File: src/rtl/fp_pkg.sv
// Shared constants and helpers for IEEE-754-style operand handling.
// Class-bit indices, default field widths and an exponent all-ones test.
package fp_pkg;

  localparam int unsigned DEF_EXP_W = 8;
  localparam int unsigned DEF_MAN_W = 23;

  // Class vector bit order is {is_nan, is_inf, is_sub, is_zero}
  localparam int unsigned ClsZero = 0;
  localparam int unsigned ClsSub  = 1;
  localparam int unsigned ClsInf  = 2;
  localparam int unsigned ClsNan  = 3;

  typedef logic [3:0] cls_t;

  // exp_val is zero-extended; only the low exp_w bits are examined.
  function automatic logic exp_all_ones(input logic [31:0] exp_val, input int unsigned exp_w);
    logic [31:0] mask;
    mask = (32'd1 << exp_w) - 32'd1;
    return (exp_val & mask) == mask;
  endfunction

endpackage

File: src/rtl/fp_operand_unpacker_if.sv
// Operand-pair input handshake and unpacked-result output handshake.
interface fp_operand_unpacker_if #(
  parameter int unsigned EXP_W = fp_pkg::DEF_EXP_W,
  parameter int unsigned MAN_W = fp_pkg::DEF_MAN_W
) ();
  import fp_pkg::*;

  localparam int unsigned W = 1 + EXP_W + MAN_W;

  logic             in_valid;
  logic             in_ready;
  logic [W-1:0]     operand1;
  logic [W-1:0]     operand2;

  logic             out_valid;
  logic             out_ready;
  logic             SL;
  logic             SS;
  logic [EXP_W-1:0] EL;
  logic [EXP_W-1:0] ES;
  logic [MAN_W:0]   ML;
  logic [MAN_W:0]   MS;
  logic [EXP_W-1:0] exp_diff;
  logic             swapped;
  cls_t             cls1;
  cls_t             cls2;

  modport master (
    output in_valid, operand1, operand2, out_ready,
    input  in_ready, out_valid, SL, SS, EL, ES, ML, MS, exp_diff, swapped, cls1, cls2
  );

  modport slave (
    input  in_valid, operand1, operand2, out_ready,
    output in_ready, out_valid, SL, SS, EL, ES, ML, MS, exp_diff, swapped, cls1, cls2
  );

endinterface

File: src/rtl/fp_field_decode.sv
// Splits one raw word into sign, effective exponent, significand and class.
module fp_field_decode
  import fp_pkg::*;
#(
  parameter int unsigned EXP_W = DEF_EXP_W,
  parameter int unsigned MAN_W = DEF_MAN_W
) (
  input  logic [EXP_W+MAN_W:0] word_i,
  output logic                 sign_o,
  output logic [EXP_W-1:0]     exp_eff_o,
  output logic [MAN_W:0]       sig_o,
  output cls_t                 cls_o
);

  logic [EXP_W-1:0] exp_f;
  logic [MAN_W-1:0] frac_f;
  logic             exp_zero;
  logic             exp_ones;
  logic             frac_zero;

  assign {sign_o, exp_f, frac_f} = word_i;

  assign exp_zero  = (exp_f == '0);
  assign exp_ones  = exp_all_ones(32'(exp_f), EXP_W);
  assign frac_zero = (frac_f == '0);

  // Subnormals share the scale of exponent 1, so align them there.
  assign exp_eff_o = exp_zero ? EXP_W'(1) : exp_f;
  assign sig_o     = {!exp_zero, frac_f};

  always_comb begin
    cls_o          = '0;
    cls_o[ClsZero] = exp_zero && frac_zero;
    cls_o[ClsSub]  = exp_zero && !frac_zero;
    cls_o[ClsInf]  = exp_ones && frac_zero;
    cls_o[ClsNan]  = exp_ones && !frac_zero;
  end

endmodule

File: src/rtl/fp_operand_unpacker.sv
// Two-stage operand unpacker: stage 1 decodes both words, stage 2 orders
// them by magnitude and computes the saturated exponent difference.
module fp_operand_unpacker
  import fp_pkg::*;
#(
  parameter int unsigned EXP_W    = DEF_EXP_W,
  parameter int unsigned MAN_W    = DEF_MAN_W,
  parameter int unsigned DIFF_SAT = MAN_W + 3
) (
  input logic                  clk,
  input logic                  rst_n,
  fp_operand_unpacker_if.slave bus
);

  // Handshake
  logic s1_valid_q, s1_valid_d;
  logic s2_valid_q, s2_valid_d;
  logic s2_ready;
  logic s1_advance;
  logic in_fire;

  assign s2_ready    = !s2_valid_q || bus.out_ready;
  assign s1_advance  = s1_valid_q && s2_ready;
  assign bus.in_ready = !s1_valid_q || s1_advance;
  assign in_fire     = bus.in_valid && bus.in_ready;

  always_comb begin
    s1_valid_d = s1_valid_q;
    if (s1_advance) s1_valid_d = 1'b0;
    if (in_fire)    s1_valid_d = 1'b1;
  end

  always_comb begin
    s2_valid_d = s2_valid_q;
    if (s2_ready) s2_valid_d = s1_valid_q;
  end

  always_ff @(posedge clk or negedge rst_n) begin
    if (!rst_n) begin
      s1_valid_q <= 1'b0;
      s2_valid_q <= 1'b0;
    end else begin
      s1_valid_q <= s1_valid_d;
      s2_valid_q <= s2_valid_d;
    end
  end

  // Stage 1: decode
  logic             dec1_sign, dec2_sign;
  logic [EXP_W-1:0] dec1_exp,  dec2_exp;
  logic [MAN_W:0]   dec1_sig,  dec2_sig;
  cls_t             dec1_cls,  dec2_cls;

  fp_field_decode #(
    .EXP_W(EXP_W),
    .MAN_W(MAN_W)
  ) u_dec1 (
    .word_i   (bus.operand1),
    .sign_o   (dec1_sign),
    .exp_eff_o(dec1_exp),
    .sig_o    (dec1_sig),
    .cls_o    (dec1_cls)
  );

  fp_field_decode #(
    .EXP_W(EXP_W),
    .MAN_W(MAN_W)
  ) u_dec2 (
    .word_i   (bus.operand2),
    .sign_o   (dec2_sign),
    .exp_eff_o(dec2_exp),
    .sig_o    (dec2_sig),
    .cls_o    (dec2_cls)
  );

  logic             s1_sign1_q, s1_sign2_q;
  logic [EXP_W-1:0] s1_exp1_q,  s1_exp2_q;
  logic [MAN_W:0]   s1_sig1_q,  s1_sig2_q;
  cls_t             s1_cls1_q,  s1_cls2_q;

  always_ff @(posedge clk or negedge rst_n) begin
    if (!rst_n) begin
      s1_sign1_q <= 1'b0;
      s1_sign2_q <= 1'b0;
      s1_exp1_q  <= '0;
      s1_exp2_q  <= '0;
      s1_sig1_q  <= '0;
      s1_sig2_q  <= '0;
      s1_cls1_q  <= '0;
      s1_cls2_q  <= '0;
    end else if (in_fire) begin
      s1_sign1_q <= dec1_sign;
      s1_sign2_q <= dec2_sign;
      s1_exp1_q  <= dec1_exp;
      s1_exp2_q  <= dec2_exp;
      s1_sig1_q  <= dec1_sig;
      s1_sig2_q  <= dec2_sig;
      s1_cls1_q  <= dec1_cls;
      s1_cls2_q  <= dec2_cls;
    end
  end

  // Stage 2: compare, swap, exponent difference
  logic [EXP_W+MAN_W:0] key1, key2;
  logic                 swap_d;
  logic                 sl_d, ss_d;
  logic [EXP_W-1:0]     el_d, es_d;
  logic [MAN_W:0]       ml_d, ms_d;
  logic [EXP_W-1:0]     diff_raw;
  logic [EXP_W-1:0]     exp_diff_d;

  assign key1   = {s1_exp1_q, s1_sig1_q};
  assign key2   = {s1_exp2_q, s1_sig2_q};
  // Ties keep operand1 as the larger one.
  assign swap_d = (key2 > key1);

  always_comb begin
    sl_d = s1_sign1_q;
    ss_d = s1_sign2_q;
    el_d = s1_exp1_q;
    es_d = s1_exp2_q;
    ml_d = s1_sig1_q;
    ms_d = s1_sig2_q;
    if (swap_d) begin
      sl_d = s1_sign2_q;
      ss_d = s1_sign1_q;
      el_d = s1_exp2_q;
      es_d = s1_exp1_q;
      ml_d = s1_sig2_q;
      ms_d = s1_sig1_q;
    end
  end

  assign diff_raw = el_d - es_d;

  always_comb begin
    exp_diff_d = diff_raw;
    if (32'(diff_raw) > DIFF_SAT) exp_diff_d = EXP_W'(DIFF_SAT);
  end

  logic             s2_sl_q, s2_ss_q;
  logic [EXP_W-1:0] s2_el_q, s2_es_q;
  logic [MAN_W:0]   s2_ml_q, s2_ms_q;
  logic [EXP_W-1:0] s2_exp_diff_q;
  logic             s2_swapped_q;
  cls_t             s2_cls1_q, s2_cls2_q;

  always_ff @(posedge clk or negedge rst_n) begin
    if (!rst_n) begin
      s2_sl_q       <= 1'b0;
      s2_ss_q       <= 1'b0;
      s2_el_q       <= '0;
      s2_es_q       <= '0;
      s2_ml_q       <= '0;
      s2_ms_q       <= '0;
      s2_exp_diff_q <= '0;
      s2_swapped_q  <= 1'b0;
      s2_cls1_q     <= '0;
      s2_cls2_q     <= '0;
    end else if (s1_advance) begin
      s2_sl_q       <= sl_d;
      s2_ss_q       <= ss_d;
      s2_el_q       <= el_d;
      s2_es_q       <= es_d;
      s2_ml_q       <= ml_d;
      s2_ms_q       <= ms_d;
      s2_exp_diff_q <= exp_diff_d;
      s2_swapped_q  <= swap_d;
      s2_cls1_q     <= s1_cls1_q;
      s2_cls2_q     <= s1_cls2_q;
    end
  end

  assign bus.out_valid = s2_valid_q;
  assign bus.SL        = s2_sl_q;
  assign bus.SS        = s2_ss_q;
  assign bus.EL        = s2_el_q;
  assign bus.ES        = s2_es_q;
  assign bus.ML        = s2_ml_q;
  assign bus.MS        = s2_ms_q;
  assign bus.exp_diff  = s2_exp_diff_q;
  assign bus.swapped   = s2_swapped_q;
  assign bus.cls1      = s2_cls1_q;
  assign bus.cls2      = s2_cls2_q;

endmodule

File: src/flat_wrapper.sv
// flat-port wrapper written by rule: the top's interface ports become plain ports
module fp_operand_unpacker_flat import fp_pkg::*;
#(
  parameter int unsigned EXP_W    = DEF_EXP_W,
  parameter int unsigned MAN_W    = DEF_MAN_W,
  parameter int unsigned DIFF_SAT = MAN_W + 3
)
  (clk, rst_n, bus_in_valid, bus_operand1, bus_operand2, bus_out_ready, bus_in_ready, bus_out_valid, bus_SL, bus_SS, bus_EL, bus_ES, bus_ML, bus_MS, bus_exp_diff, bus_swapped, bus_cls1, bus_cls2);
  fp_operand_unpacker_if #(.EXP_W(EXP_W), .MAN_W(MAN_W)) bus_i ();
  input logic clk;
  input logic rst_n;
  input wire logic [$bits(bus_i.in_valid)-1:0] bus_in_valid;
  input wire logic [$bits(bus_i.operand1)-1:0] bus_operand1;
  input wire logic [$bits(bus_i.operand2)-1:0] bus_operand2;
  input wire logic [$bits(bus_i.out_ready)-1:0] bus_out_ready;
  output wire logic [$bits(bus_i.in_ready)-1:0] bus_in_ready;
  output wire logic [$bits(bus_i.out_valid)-1:0] bus_out_valid;
  output wire logic [$bits(bus_i.SL)-1:0] bus_SL;
  output wire logic [$bits(bus_i.SS)-1:0] bus_SS;
  output wire logic [$bits(bus_i.EL)-1:0] bus_EL;
  output wire logic [$bits(bus_i.ES)-1:0] bus_ES;
  output wire logic [$bits(bus_i.ML)-1:0] bus_ML;
  output wire logic [$bits(bus_i.MS)-1:0] bus_MS;
  output wire logic [$bits(bus_i.exp_diff)-1:0] bus_exp_diff;
  output wire logic [$bits(bus_i.swapped)-1:0] bus_swapped;
  output wire logic [$bits(bus_i.cls1)-1:0] bus_cls1;
  output wire logic [$bits(bus_i.cls2)-1:0] bus_cls2;
  assign bus_i.in_valid = bus_in_valid;
  assign bus_i.operand1 = bus_operand1;
  assign bus_i.operand2 = bus_operand2;
  assign bus_i.out_ready = bus_out_ready;
  assign bus_in_ready = bus_i.in_ready;
  assign bus_out_valid = bus_i.out_valid;
  assign bus_SL = bus_i.SL;
  assign bus_SS = bus_i.SS;
  assign bus_EL = bus_i.EL;
  assign bus_ES = bus_i.ES;
  assign bus_ML = bus_i.ML;
  assign bus_MS = bus_i.MS;
  assign bus_exp_diff = bus_i.exp_diff;
  assign bus_swapped = bus_i.swapped;
  assign bus_cls1 = bus_i.cls1;
  assign bus_cls2 = bus_i.cls2;
  fp_operand_unpacker #(.EXP_W(EXP_W), .MAN_W(MAN_W), .DIFF_SAT(DIFF_SAT)) u_core (.clk(clk), .rst_n(rst_n), .bus(bus_i));
endmodule
File: config.mk
export PLATFORM = sky130hd
export DESIGN_NAME = fp_operand_unpacker_flat
export DESIGN_NICKNAME = d
export VERILOG_FILES = /design/src/rtl/fp_pkg.sv /design/src/rtl/fp_operand_unpacker_if.sv /design/src/rtl/fp_field_decode.sv /design/src/rtl/fp_operand_unpacker.sv /design/src/flat_wrapper.sv
export SDC_FILE = /design/constraint.sdc
export NUM_CORES = 1
export LEC_CHECK = 0
export BUFFER_PORTS_ARGS = -buffer_cell sky130_fd_sc_hd__buf_2
export CAP_MARGIN = 30
export CORE_UTILIZATION = 45
export CTS_CLUSTER_SIZE = 20
export DETAILED_ROUTE_END_ITERATION = 6
export GPL_TIMING_DRIVEN = 0
export PLACE_DENSITY = 0.64
export RECOVER_POWER = 100
export SKIP_LAST_GASP = 1
export SYNTH_ARGS = -nofsm -noshare
export SYNTH_HDL_FRONTEND = slang
export SYNTH_HIERARCHICAL = 1
export SYNTH_SLANG_ARGS = --single-unit
File: constraint.sdc
create_clock -name clk -period 5.7 [get_ports clk]
set_input_delay 1.14 -clock clk [delete_from_list [all_inputs] [get_ports clk]]
set_output_delay 1.14 -clock clk [all_outputs]
set_load 0.03 [all_outputs]
; Word level (Yosys, flattened, before mapping)
; Index checks and enable logic that the tools add are counted.
[totals]
ff_bits = 159
latchBits = 0
ram_bits = 0
rom_bits = 0
inputBits = 68
output_inout_bits = 85
n_memories = 0
[op_classes]
add_sub_neg = 1
n_mul = 0
n_div = 0
magnitude_cmp = 2
eq_ne = 2
shift = 0
n_mux = 11
bitwise = 0
reduce_logical = 23
[ops]
columns = op, n
row1 = 24-bit 2-to-1 mux, 2
row2 = 23-bit logical NOT, 2
row3 = 8-bit 2-to-1 mux, 5
row4 = 32-bit > comparator, 1
row5 = 8-bit equality test (second input constant), 2
row6 = 8-bit logical NOT, 2
row7 = 1-bit logical AND, 10
row8 = 8-bit by 5-bit > comparator with 1-bit output (second input constant), 1
row9 = 8-bit subtractor, 1
row10 = 1-bit logical NOT, 6
row11 = 1-bit 2-to-1 mux, 4
row12 = 1-bit logical OR, 2
row13 = 2-bit nonzero test, 1

; Logic depth before layout (Yosys ltp)
[logic_depth]
word_depth = 6
depth_mapped = 16

; Cells and area by module
; The synthesis kept the hierarchy.
[modules_own_cells]
columns = module, instances, cells_each, area_each_um2, seq_area_each_um2
row1 = fp_operand_unpacker, 1, 740, 7785.0, 3978.8
row2 = fp_field_decode, 2, 52, 361.6, 0.0

; Least setup slack after synthesis
; Ideal clock, no wire load.
[synth_path]
kind = reg2reg
start = reg u_core.s1_exp1_q[5]
end = reg u_core.s2_exp_diff_q[1] (netlist: u_core/bus.exp_diff[1])
arrival_time_ps = 3500
slack_ps = 2074
path_stages_with_launch = 17
path_buffers = 1
period_less_slack_ps = 3626
path_cell_list = dfrtp_1 > inv_1 > ha_1 > buf_4 > nand4_2 > nor4_4 > nand2b_2 > a31oi_4 > o211a_1 > a21oi_2 > ha_1 > a311o_1 > a32o_1 > a21oi_1 > xnor2_1 > nand4_2 > o32a_1
[synth_between]
elab_chain_cells = 5
elab_cells_between_ends = 6
[synth_rtl]
columns = item, line_no
row1 = from (decl), fp_operand_unpacker.sv:77  ; logic [EXP_W-1:0] s1_exp1_q, s1_exp2_q;
row2 = from (signal assigned), fp_operand_unpacker.sv:94  ; s1_exp1_q <= dec1_exp;
row3 = 32-bit > comparator, fp_operand_unpacker.sv:115  ; assign swap_d = (key2 > key1);
row4 = 8-bit 2-to-1 mux, fp_operand_unpacker.sv:124  ; if (swap_d) begin
row5 = 8-bit subtractor (*), fp_operand_unpacker.sv:134  ; assign diff_raw = el_d - es_d;
row6 = 8-bit by 5-bit > comparator with 1-bit output, fp_operand_unpacker.sv:138  ; if (32'(diff_raw) > DIFF_SAT) exp_diff_d = EXP_W'(DIFF_SAT);
row7 = 8-bit 2-to-1 mux (*), fp_operand_unpacker.sv:138
row8 = to (signal assigned), fp_operand_unpacker.sv:167  ; s2_exp_diff_q <= exp_diff_d;
row9 = to (decl), fp_operand_unpacker.sv:144  ; logic [EXP_W-1:0] s2_exp_diff_q;
; Mark *: on every way between the ends. The rest lies on a longest branch, timed or not.
; A chain may end at the register's enable or synchronous reset.

; Final worst setup path
[layout_path]
start = reg u_core.s1_exp1_q[3]
end = reg u_core.s2_exp_diff_q[1] (netlist: u_core/bus.exp_diff[1])
; Same word-level chain as after synthesis.

==> qor.yml <==
status: "finished with violations"
violations: "max-capacitance violations, max-slew violations"
reg2reg_depth: 16
nets: 1115
rrSetupSlack_ns: 1.04
slowest_stage: "a21boi_0"
vias: 6668
rsz0062_at_grt: "false"
dp_hpwl_um: 17500
ant_nets: 0
fin_setup_tns_ns: 0
synth_edf_count: 0
grt_pass1_vias: 6647
grt_pass1_wl_um: 36700
skew_ns: 0.00776
fin_crit_ns: 4.66
drive_above_1_share: 0.235
synth.distinct_cells: 61
ctsHoldBuffers: 0
synth-main-ff-cell: "dfrtp_1"
hold_class: "reg -> reg"
synth.top_cell.area_share: 0.468
placed_area_um2: 9580
syn-num-nets: 945
pin_count: 153
synth_seq_cells: 159
yosysSeqAreaShare: 0.468
slowest_delay_ns: 0.58
gr-total-overflow: 0
port_buffers: 150
cp-endpoint: "u_core/bus.exp_diff[1]"
maxCapViolCount: 1
slew_headroom: -1.45
routed_wl_um: 23300
placeableCoreArea_um2: 18300
syn2layout_area_growth_pct: 17.5
grt_antenna_before_repair: 0
worst-path-stages: 16
worst_ep_arrival_time_ns: 4.98
drc_errors: 0
grtUsageTotal: 0.249
path_class: "reg -> reg"
cts_setup_buffers: 0
critPathBufInv: 2
die_h_um: 140
worst_slew_pin_slew_ns: 3.67
vias_per_cell: 5.31
grt_max_degree: 84
cts_tree: "done"
cp_cell_sequence: "inv_1 > ha_1 > clkbuf_1 > nand2_1 > o211ai_1 > nand4_1 > a21boi_0 > o211a_1 > a21oi_1 > ha_1 > a311o_1 > a32o_1 > a21oi_1 > xnor2_1 > nand4_1 > o32a_1"
ir_drop_mv: 0.212
clk_pin_slew_ns: 0.07
cp_data_required_time_ns: 6.02
place_congestion: 0.878
hold_viol_final: 0
netlist_top_cells_area: "dfrtp_1 (47%), mux2_2 (9.8%), nand2_1 (5.0%)"
cp_max_fo: 10
die_area_um2: 19500
maxSlewViolCount: 77
die-width_um: 140
syn-cell-area_um2: 8510
layout_worst_path_cycle_share: 0.818
critPathLaunchType: "flop"
end_kind: "flop"
avgSynthCellArea_um2: 10.1
drt_iter0_markers: 488
critPathTopFamily: "compound AO/OA/AOI/OAI gates"
drt_pass1_iterations: 5
final_cell_mix: "dfrtp_1 (159), clkbuf_1 (135), nand2_1 (113), o21ai_0 (78), mux2_2 (74)"
final_cell_area_um2: 10000
cts_inserted_buffers: 17
clock-sinks: 159
cts_resized: 0
p_leak_uw: 0.00464
synth_top_area_cell: "dfrtp_1"
rows: 49
fmax_mhz: 215
cp-startpoint: "u_core/s1_exp1_q[3]"
r2r-end: "u_core/bus.exp_diff[1]"
setup_viol: 0
clk_latency_ns: 0.43
power_density_nw_per_um2: 420
postSynth.asyncResetShare: 1.00
post_drt_wl_per_cell_um: 18.5
diodes: 0
cts.path.max_buffers: 2
layout_commonest_cell: "dfrtp_1"
fill_cells: 1737
cts-htree-levels: 4
start_util: 0.466
r2r-start: "u_core/s1_exp1_q[3]"
ctsRootBufferMaster: "clkbuf_16"
yosys_warnings: 6
syn_inst: 844
per-layer routing:
layer	wire, um	global-route usage
met1	11300	0.348
met2	10200	0.385
met3	1120	0.0416
met4	678	0.103
met5	0	0
final cells by class:
cell class / count / area, um^2 / area share
Inverter: 39 / 146 / 0.0146
Tap cell: 229 / 287 / 0.0287
Multi-Input combinational cell: 545 / 3770 / 0.377
Clock buffer: 17 / 425 / 0.0425
Clock inverter: 15 / 151 / 0.0151
Sequential cell: 159 / 3980 / 0.398
Buffer: 101 / 566 / 0.0566
Timing Repair Buffer: 151 / 677 / 0.0677
flip-flops by register name, indices dropped and copies added (netlist names), 4 cells and up:
register,cells
u_core/bus.EL,8
u_core/bus.ES,8
u_core/bus.ML,24
u_core/bus.MS,24
u_core/bus.cls1,4
u_core/bus.cls2,4
u_core/bus.exp_diff,8
u_core/s1_cls1_q,4
u_core/s1_cls2_q,4
u_core/s1_exp1_q,8
u_core/s1_exp2_q,8
u_core/s1_sig1_q,24
u_core/s1_sig2_q,24
cells by family (layout without fill, tap and decap cells):
| family | count (synthesis) | count (layout) | synth area share |
|---|---|---|---|
| xor gates and xnor gates | 4 | 4 | 0.00412 |
| buffers and inverters | 140 | 323 | 0.0844 |
| DFF | 159 | 159 | 0.468 |
| AOI/OAI and AO/OA | 169 | 169 | 0.117 |
| muxes | 110 | 110 | 0.140 |
| adders and majority gates | 33 | 33 | 0.0485 |
| and+or+nand+nor | 229 | 229 | 0.138 |
synthesized netlist by cell type (2+ instances only):
cell / instances
a21oi_1: 58
a2bb2oi_1: 2
a311oi_1: 2
a32o_1: 2
and2_1: 7
and4_1: 2
buf_2: 7
buf_4: 49
clkbuf_1: 45
dfrtp_1: 159
ha_1: 33
inv_1: 39
mux2_2: 74
mux2i_1: 36
nand2_1: 113
nand2b_1: 5
nand3_1: 2
nand4_1: 14
nand4_2: 2
nor2_1: 39
nor2b_1: 7
nor3_1: 7
nor4_1: 5
nor4_2: 10
o211ai_1: 4
o21a_1: 2
o21ai_0: 78
o22a_1: 2
o31ai_1: 2
or2_2: 2
or2b_1: 2
or3_1: 2
xnor2_1: 3
worst register-to-register path, stage by stage, from the launching register on:
cell	delay, ns
dfrtp_1	0.43
inv_1	0.11
ha_1	0.31
clkbuf_1	0.37
nand2_1	0.11
o211ai_1	0.21
nand4_1	0.14
a21boi_0	0.58
o211a_1	0.22
a21oi_1	0.09
ha_1	0.30
a311o_1	0.37
a32o_1	0.33
a21oi_1	0.18
xnor2_1	0.14
nand4_1	0.25
o32a_1	0.40
worst min-delay path by stage:
stage	start	endpoint	slack, ns	cells after the start
floorplan	u_core/s1_cls1_q[0]	u_core/bus.cls1[0]	0.43	2
global placement	u_core/s1_cls1_q[1]	u_core/bus.cls1[1]	0.45	2
detailed placement	u_core/s1_cls1_q[1]	u_core/bus.cls1[1]	0.45	2
CTS	u_core/s1_cls1_q[1]	u_core/bus.cls1[1]	0.47	2
global route	u_core/s1_cls1_q[1]	u_core/bus.cls1[1]	0.51	2
finish	u_core/s1_cls1_q[1]	u_core/bus.cls1[1]	0.46	2
power by group:
group / internal [uW] / switching (uW) / total (uW) / leakage [uW]
logic: 495 / 1040 / 1530 / 0.00243
registers: 1370 / 182 / 1550 / 0.00193
clock network: 613 / 502 / 1110 / 0.000273
total: 2480 / 1720 / 4190 / 0.00464
through the flow:
step	worst slack [ns]	hold WS (ns)	std cells	total power (uW)	utilization
after global placement	0.989	0.448	1223	3130	0.522
after detailed placement	1.47	0.451	1224	3150	0.525
after floorplan	2.07	0.433	844	2630	-
final	1.04	0.465	1256	4190	0.547
after global routing	0.672	0.510	1256	4430	0.547
after CTS	1.46	0.468	1256	4280	0.556
Power figures use the tool's default switching activity.
